`src/rtl/fpu_digit_pkg.sv`:
```
`default_nettype none
// +------------------------------------------------------------------+
// | Module  : fpu_digit_pkg                                          |
// | Purpose : Radix-4 signed-digit encoding shared by the FPU        |
// |           multiplier and divider, plus iteration-count helper.   |
// | Revision: 1.0                                                    |
// +------------------------------------------------------------------+
package fpu_digit_pkg;

  // Sign-magnitude digit: bit 2 is the sign, bits 1:0 the magnitude.
  typedef logic [2:0] digit_t;

  localparam digit_t DIGIT_ZERO = 3'b000;
  localparam digit_t DIGIT_POS1 = 3'b001;
  localparam digit_t DIGIT_POS2 = 3'b010;
  localparam digit_t DIGIT_NEG1 = 3'b101;
  localparam digit_t DIGIT_NEG2 = 3'b110;

  typedef enum logic [0:0] {
    ST_IDLE = 1'b0,
    ST_RUN  = 1'b1
  } mult_state_t;

  // Radix-4 digits needed to cover a (size+1)-bit operand.
  function automatic int digit_count(input int size, input bit signed_en);
    if (signed_en)
      return (size + 2) / 2;
    else
      return (size + 3) / 2;
  endfunction

endpackage
`default_nettype wire

```
`src/rtl/booth_multiplier_if.sv`:
```
`default_nettype none
// +------------------------------------------------------------------+
// | Module  : booth_multiplier_if                                    |
// | Purpose : Start/done handshake and operand/product bus of the    |
// |           Booth mantissa multiplier.                             |
// | Revision: 1.0                                                    |
// +------------------------------------------------------------------+
interface booth_multiplier_if
  import fpu_digit_pkg::*;
#(
  parameter int SIZE = 23
);

  logic                start;
  logic [SIZE:0]       multiplicand;
  logic [SIZE:0]       multiplier;
  logic [2*SIZE+1:0]   result;
  logic                done;

  modport master (
    output start,
    output multiplicand,
    output multiplier,
    input  result,
    input  done
  );

  modport slave (
    input  start,
    input  multiplicand,
    input  multiplier,
    output result,
    output done
  );

endinterface
`default_nettype wire

```
`src/rtl/booth_recoder.sv`:
```
`default_nettype none
// +------------------------------------------------------------------+
// | Module  : booth_recoder                                          |
// | Purpose : Combinational radix-4 Booth recoding of a 3-bit window |
// |           {b[2i+1], b[2i], b[2i-1]} into a signed digit.         |
// | Revision: 1.0                                                    |
// +------------------------------------------------------------------+
module booth_recoder
  import fpu_digit_pkg::*;
(
  input  wire logic [2:0] i_window,
  output digit_t          o_digit
);

  always_comb begin
    o_digit = DIGIT_ZERO;
    case (i_window)
      3'b001,
      3'b010:  o_digit = DIGIT_POS1;
      3'b011:  o_digit = DIGIT_POS2;
      3'b100:  o_digit = DIGIT_NEG2;
      3'b101,
      3'b110:  o_digit = DIGIT_NEG1;
      default: o_digit = DIGIT_ZERO;
    endcase
  end

endmodule
`default_nettype wire

```
`src/rtl/booth_multiplier.sv`:
```
`default_nettype none
// +------------------------------------------------------------------+
// | Module  : booth_multiplier                                       |
// | Purpose : Iterative radix-4 Booth multiplier, one digit/clock.   |
// |           Define BOOTH_MULT_SIGNED_EN for two's complement mode. |
// | Revision: 1.0                                                    |
// +------------------------------------------------------------------+
module booth_multiplier
  import fpu_digit_pkg::*;
#(
  parameter int SIZE = 23
)
(
  input  wire logic           clk,
  input  wire logic           reset_n,
  booth_multiplier_if.slave   bus
);

`ifdef BOOTH_MULT_SIGNED_EN
  localparam bit c_signed_en = 1'b1;
`else
  localparam bit c_signed_en = 1'b0;
`endif

  localparam int c_op_w   = SIZE + 1;
  localparam int c_acc_w  = 2*SIZE + 4;
  localparam int c_b_w    = SIZE + 4;
  localparam int c_digits = digit_count(SIZE, c_signed_en);
  localparam int c_cnt_w  = (c_digits > 1) ? $clog2(c_digits) : 1;
  localparam logic [c_cnt_w-1:0] c_last = c_cnt_w'(c_digits - 1);

  mult_state_t          r_state;
  mult_state_t          w_state_next;
  logic                 w_load;
  logic                 w_step;
  logic                 w_finish;

  logic [c_acc_w-1:0]   r_a;
  logic [c_b_w-1:0]     r_b;
  logic [c_acc_w-1:0]   r_acc;
  logic [c_cnt_w-1:0]   r_count;
  logic [2*SIZE+1:0]    r_result;
  logic                 r_done;

  logic                 w_a_fill;
  logic                 w_b_fill;
  logic [c_acc_w-1:0]   w_a_ext;
  logic [c_b_w-1:0]     w_b_ext;
  digit_t               w_digit;
  logic [c_acc_w-1:0]   w_pp;
  logic [c_acc_w-1:0]   w_acc_next;

  // B carries an implicit zero below its LSB; the two top bits are the extension.
  assign w_a_fill = c_signed_en & bus.multiplicand[SIZE];
  assign w_b_fill = c_signed_en & bus.multiplier[SIZE];
  assign w_a_ext  = {{(c_acc_w - c_op_w){w_a_fill}}, bus.multiplicand};
  assign w_b_ext  = {{2{w_b_fill}}, bus.multiplier, 1'b0};

  booth_recoder u_recoder (
    .i_window (r_b[2:0]),
    .o_digit  (w_digit)
  );

  // r_a is pre-scaled by 4^count, so each digit only selects +/-1x or +/-2x.
  always_comb begin
    w_pp = '0;
    case (w_digit)
      DIGIT_POS1: w_pp = r_a;
      DIGIT_POS2: w_pp = r_a << 1;
      DIGIT_NEG1: w_pp = -r_a;
      DIGIT_NEG2: w_pp = -(r_a << 1);
      default:    w_pp = '0;
    endcase
  end

  assign w_acc_next = r_acc + w_pp;

  always_ff @(posedge clk) begin
    if (!reset_n)
      r_state <= ST_IDLE;
    else
      r_state <= w_state_next;
  end

  always_comb begin
    w_state_next = r_state;
    w_load       = 1'b0;
    w_step       = 1'b0;
    w_finish     = 1'b0;
    if (bus.start) begin
      w_load       = 1'b1;
      w_state_next = ST_RUN;
    end else if (r_state == ST_RUN) begin
      w_step = 1'b1;
      if (r_count == c_last) begin
        w_finish     = 1'b1;
        w_state_next = ST_IDLE;
      end
    end
  end

  always_ff @(posedge clk) begin
    if (!reset_n) begin
      r_a      <= '0;
      r_b      <= '0;
      r_acc    <= '0;
      r_count  <= '0;
      r_result <= '0;
      r_done   <= 1'b0;
    end else if (w_load) begin
      r_a      <= w_a_ext;
      r_b      <= w_b_ext;
      r_acc    <= '0;
      r_count  <= '0;
      r_done   <= 1'b0;
    end else if (w_step) begin
      r_a      <= {r_a[c_acc_w-3:0], 2'b00};
      r_b      <= {2'b00, r_b[c_b_w-1:2]};
      r_acc    <= w_acc_next;
      r_count  <= r_count + c_cnt_w'(1);
      if (w_finish) begin
        r_result <= w_acc_next[2*SIZE+1:0];
        r_done   <= 1'b1;
      end
    end
  end

  assign bus.result = r_result;
  assign bus.done   = r_done;

endmodule
`default_nettype wire

```
`src/flat_wrapper.sv`:
```
// flat-port wrapper written by rule: the top's interface ports become plain ports
module booth_multiplier_flat import fpu_digit_pkg::*;
#(
  parameter int SIZE = 23
)
  (clk, reset_n, bus_start, bus_multiplicand, bus_multiplier, bus_result, bus_done);
  booth_multiplier_if #(.SIZE(SIZE)) bus_i ();
  input  wire logic clk;
  input  wire logic reset_n;
  input wire logic [$bits(bus_i.start)-1:0] bus_start;
  input wire logic [$bits(bus_i.multiplicand)-1:0] bus_multiplicand;
  input wire logic [$bits(bus_i.multiplier)-1:0] bus_multiplier;
  output wire logic [$bits(bus_i.result)-1:0] bus_result;
  output wire logic [$bits(bus_i.done)-1:0] bus_done;
  assign bus_i.start = bus_start;
  assign bus_i.multiplicand = bus_multiplicand;
  assign bus_i.multiplier = bus_multiplier;
  assign bus_result = bus_i.result;
  assign bus_done = bus_i.done;
  booth_multiplier #(.SIZE(SIZE)) u_core (.clk(clk), .reset_n(reset_n), .bus(bus_i));
endmodule
```
`config.mk`:
```
export PLATFORM = sky130hd
export DESIGN_NAME = booth_multiplier_flat
export DESIGN_NICKNAME = d
export VERILOG_FILES = /design/src/rtl/fpu_digit_pkg.sv /design/src/rtl/booth_multiplier_if.sv /design/src/rtl/booth_recoder.sv /design/src/rtl/booth_multiplier.sv /design/src/flat_wrapper.sv
export SDC_FILE = /design/constraint.sdc
export NUM_CORES = 1
export LEC_CHECK = 0
export CORE_MARGIN = 2
export CORE_UTILIZATION = 55
export DETAILED_ROUTE_END_ITERATION = 8
export PLACE_DENSITY = 0.72
export RECOVER_POWER = 100
export SYNTH_ARGS = -nofsm -noshare
export SYNTH_HDL_FRONTEND = slang
export SYNTH_SLANG_ARGS = --single-unit
```
`constraint.sdc`:
```
create_clock -name clk -period 10.7 [get_ports clk]
set_input_delay 2.14 -clock clk [delete_from_list [all_inputs] [get_ports clk]]
set_output_delay 2.14 -clock clk [all_outputs]
set_load 0.01 [all_outputs]
```
==> flow_summary.ini <==
[clock_network]
clockBufferDepth = 2
cts_inserted_buffers = 17
clkTransAtPathRegs_ns = 0.07
root_buffer = clkbuf_16
holdBufCountCts = 0
cts_sinks = 175
post-cts-setup-buffer-count = 0
insertion_delay_ns = 0.44
cts_resized = 0
htree_levels = 4
cts_tree = built

[sta]
max_freq_mhz = 139
hold_violations = 0
setup_viol = 0
slew_headroom_pct = -167
period_share_pct = 67.0
rsz0062_at_grt = false
final.setup.worst_slack_ns = 3.53
drv_slew = 211
clock-skew-final_ns = 0.0117
tightestPinTransition_ns = 4.00
fin_tns_setup_ns = 0
fin_crit_ns = 7.17

[critical_path]
endpoint_kind = flip-flop
critPathBufInv = 5
cp_data_arrival_time_ns = 7.49
startpoint_type = primary input
reg2reg_from = u_core.r_b[1]
r2r_slack_ns = 4.99
cp_slowest_stage_delay_ns = 2.76
startpoint = reset_n
cp_cell_sequence = dlygate4sd3_1 > clkbuf_1 > clkinv_1 > clkbuf_1 > nor2_1 > clkbuf_1 > and3_1 > a31oi_1 > nand3_1
crit_slowest_cell = clkbuf_1
cp_top_family = buffers and inverters
critical_path_class = in -> reg
cp_common_cell = clkbuf_1
cp.required_ns = 11.02
critical_path_peak_fanout = 88

[grt]
grt_max_degree = 103
grt_antenna_before_repair = 0
overflow = 0
grt_pass1_vias = 10021
grt_use_total_pct = 28.8
grt_pass1_wl_um = 51500

[pwr]
powerDensity_nw_per_um2 = 116
vdd_ir_drop_max_mv = 0.0954
leakage_nw = 5.21

[run_status]
outcome = finished with violations
violations = max-capacitance violations, max-slew violations

[final_layout]
drive_gt1_share_pct = 4.14
num_antenna_cells = 0
area_growth_pct = 13.7
nNetsFinal = 1613

[floorplanning]
die_w_um = 149
core_sq_um = 20400
die-area_sq_um = 22100
num_io_pins = 100
rows = 52
initial_utilization_pct = 56.4
die_h_um = 149

[placement]
portBuffers = 99
dpl.hpwl_um = 22200
place_congestion = 0.942
pre_cts_slack_ns = 5.80

[logic_synthesis]
synth-edff-count = 0
ys_types = 79
synth_nets = 1592
ys_seq_area_share_pct = 30.5
syn-cell-area_sq_um = 11500
avgSynthCellArea_sq_um = 7.72
syn_inst = 1488
synth-seq-cells = 175
yosysWarnings = 0
synth-main-ff-cell = dfxtp_1
synth-async-reset-ratio_pct = 0

[drt]
routed_wl_um = 31100
vias_per_cell = 6.01
wl_per_cell_um = 17.3
ant_nets = 0
drtIter0Drc = 1005
num_vias = 10774
remaining_drc_errors = 0
dr.pass1.iters = 5

[job]
drv_cap = 3

[worst_hold_path]
min_from = u_core.bus.result[22]
hold_path.class = reg -> reg
[area by class of cell]
| type | instances | area, sq um |
|---|---|---|
| Multi-Input combinational cell | 1180 | 7460 |
| Fill cell | 1855 | 7300 |
| Sequential cell | 175 | 3510 |
| Timing Repair Buffer | 112 | 1070 |
| Clock buffer | 17 | 425 |
| Tap cell | 270 | 338 |
| Clock inverter | 15 | 171 |
| Inverter | 23 | 86.3 |
[cell usage in the layout (no fill, tap or decap), types with 17 or more instances in the layout]
master / n
a211oi_1: 19
a21o_1: 21
a21oi_1: 153
a22oi_1: 45
a31oi_1: 18
clkbuf_16: 17
clkdlybuf4s50_1: 48
dfxtp_1: 174
dlygate4sd3_1: 50
ha_1: 52
inv_1: 22
mux2i_1: 94
nand2_1: 115
nand3_1: 65
nand4_1: 19
nor2_1: 243
nor3_1: 25
o211ai_1: 18
o21ai_0: 47
or3_1: 22
xnor2_1: 36
xor2_1: 40
[cell usage after synthesis, types with 4 or more instances]
library cell    n  area share (%)
a211o_1         9            0.69
a211oi_1       19             1.2
a21o_1         21             1.4
a21oi_1       153             6.7
a22oi_1        45             2.9
a31oi_1        18            0.98
and2_1          8            0.44
and3_1          7            0.38
buf_1          21            0.69
clkbuf_1       85             2.8
dfxtp_1       175              31
ha_1           52             5.7
inv_1          23            0.75
mux2i_1        94             8.2
nand2_1       115             3.8
nand3_1        65             2.8
nand4_1        19             1.0
nor2_1        243             7.9
nor3_1         26             1.1
nor3b_1         4            0.26
nor4_1          7            0.38
o2111ai_1       8            0.61
o211ai_1       18             1.2
o21a_1         10            0.65
o21ai_0        45             2.0
o31ai_1        10            0.65
o41ai_1         4            0.30
or3_1          22             1.2
or4_1           4            0.26
xnor2_1        36             2.7
xor2_1         40             3.1
[worst paths after layout]
check                     endpoint  depth (start not counted)
max               u_core.r_acc[34]                          9
min          u_core.bus.result[22]                          2
max reg2reg       u_core.r_acc[21]                         16
min reg2reg  u_core.bus.result[22]                          2
[state kept, by name (all words and copies together) (netlist names)]
name	cells
u_core.r_a	48
u_core.r_state	1
u_core.bus.result	48
u_core.r_count	4
u_core.r_acc	48
u_core.r_b	25
u_core.bus.done	1
[per-layer routing]
layer	track usage (%)	vias to the layer above	wire length, um
li1	-	5421	-
met2	43.5	333	13400
met3	4.48	34	1850
met1	42.8	4986	15400
met5	0	-	0
met4	7.14	0	486
[where the power goes]
group	internal, W	total [W]	switching [W]
clock network	0.000334	0.000644	0.000309
logic	0.0000736	0.000186	0.000112
registers	0.000663	0.000681	0.0000173
[cell families after synthesis]
group	after synthesis	share of synthesized area, %
compound gates	406	22.9
xor+xnor	77	5.99
fa+ha+maj	53	5.84
buf+inv	133	4.50
flops	175	30.5
mux	94	8.19
simple gates	550	22.0
[stage by stage]
stage / power [W] / hold WS, ns / instance area (sq um) / cells / util, %
floorplan: 0.000829 / 0.441 / 11500 / 1488 / -
global placement: 0.000878 / 0.441 / 12500 / 1760 / 61.3
detailed placement: 0.000880 / 0.447 / 12500 / 1760 / 61.3
CTS: 0.00152 / 0.456 / 13100 / 1792 / 64.3
global route: 0.00157 / 0.475 / 13100 / 1792 / 64.1
finish: 0.00151 / 0.452 / 13100 / 1792 / 64.1
[tightest hold or removal path, delay by kind of cell, from the launching register on]
kind / cells / cell delay [ns]
and+or+nand+nor: 1 / 0.05
AOI/OAI and AO/OA: 1 / 0.05
DFF: 1 / 0.31
No activity file was read; power rests on OpenSTA's default activity.
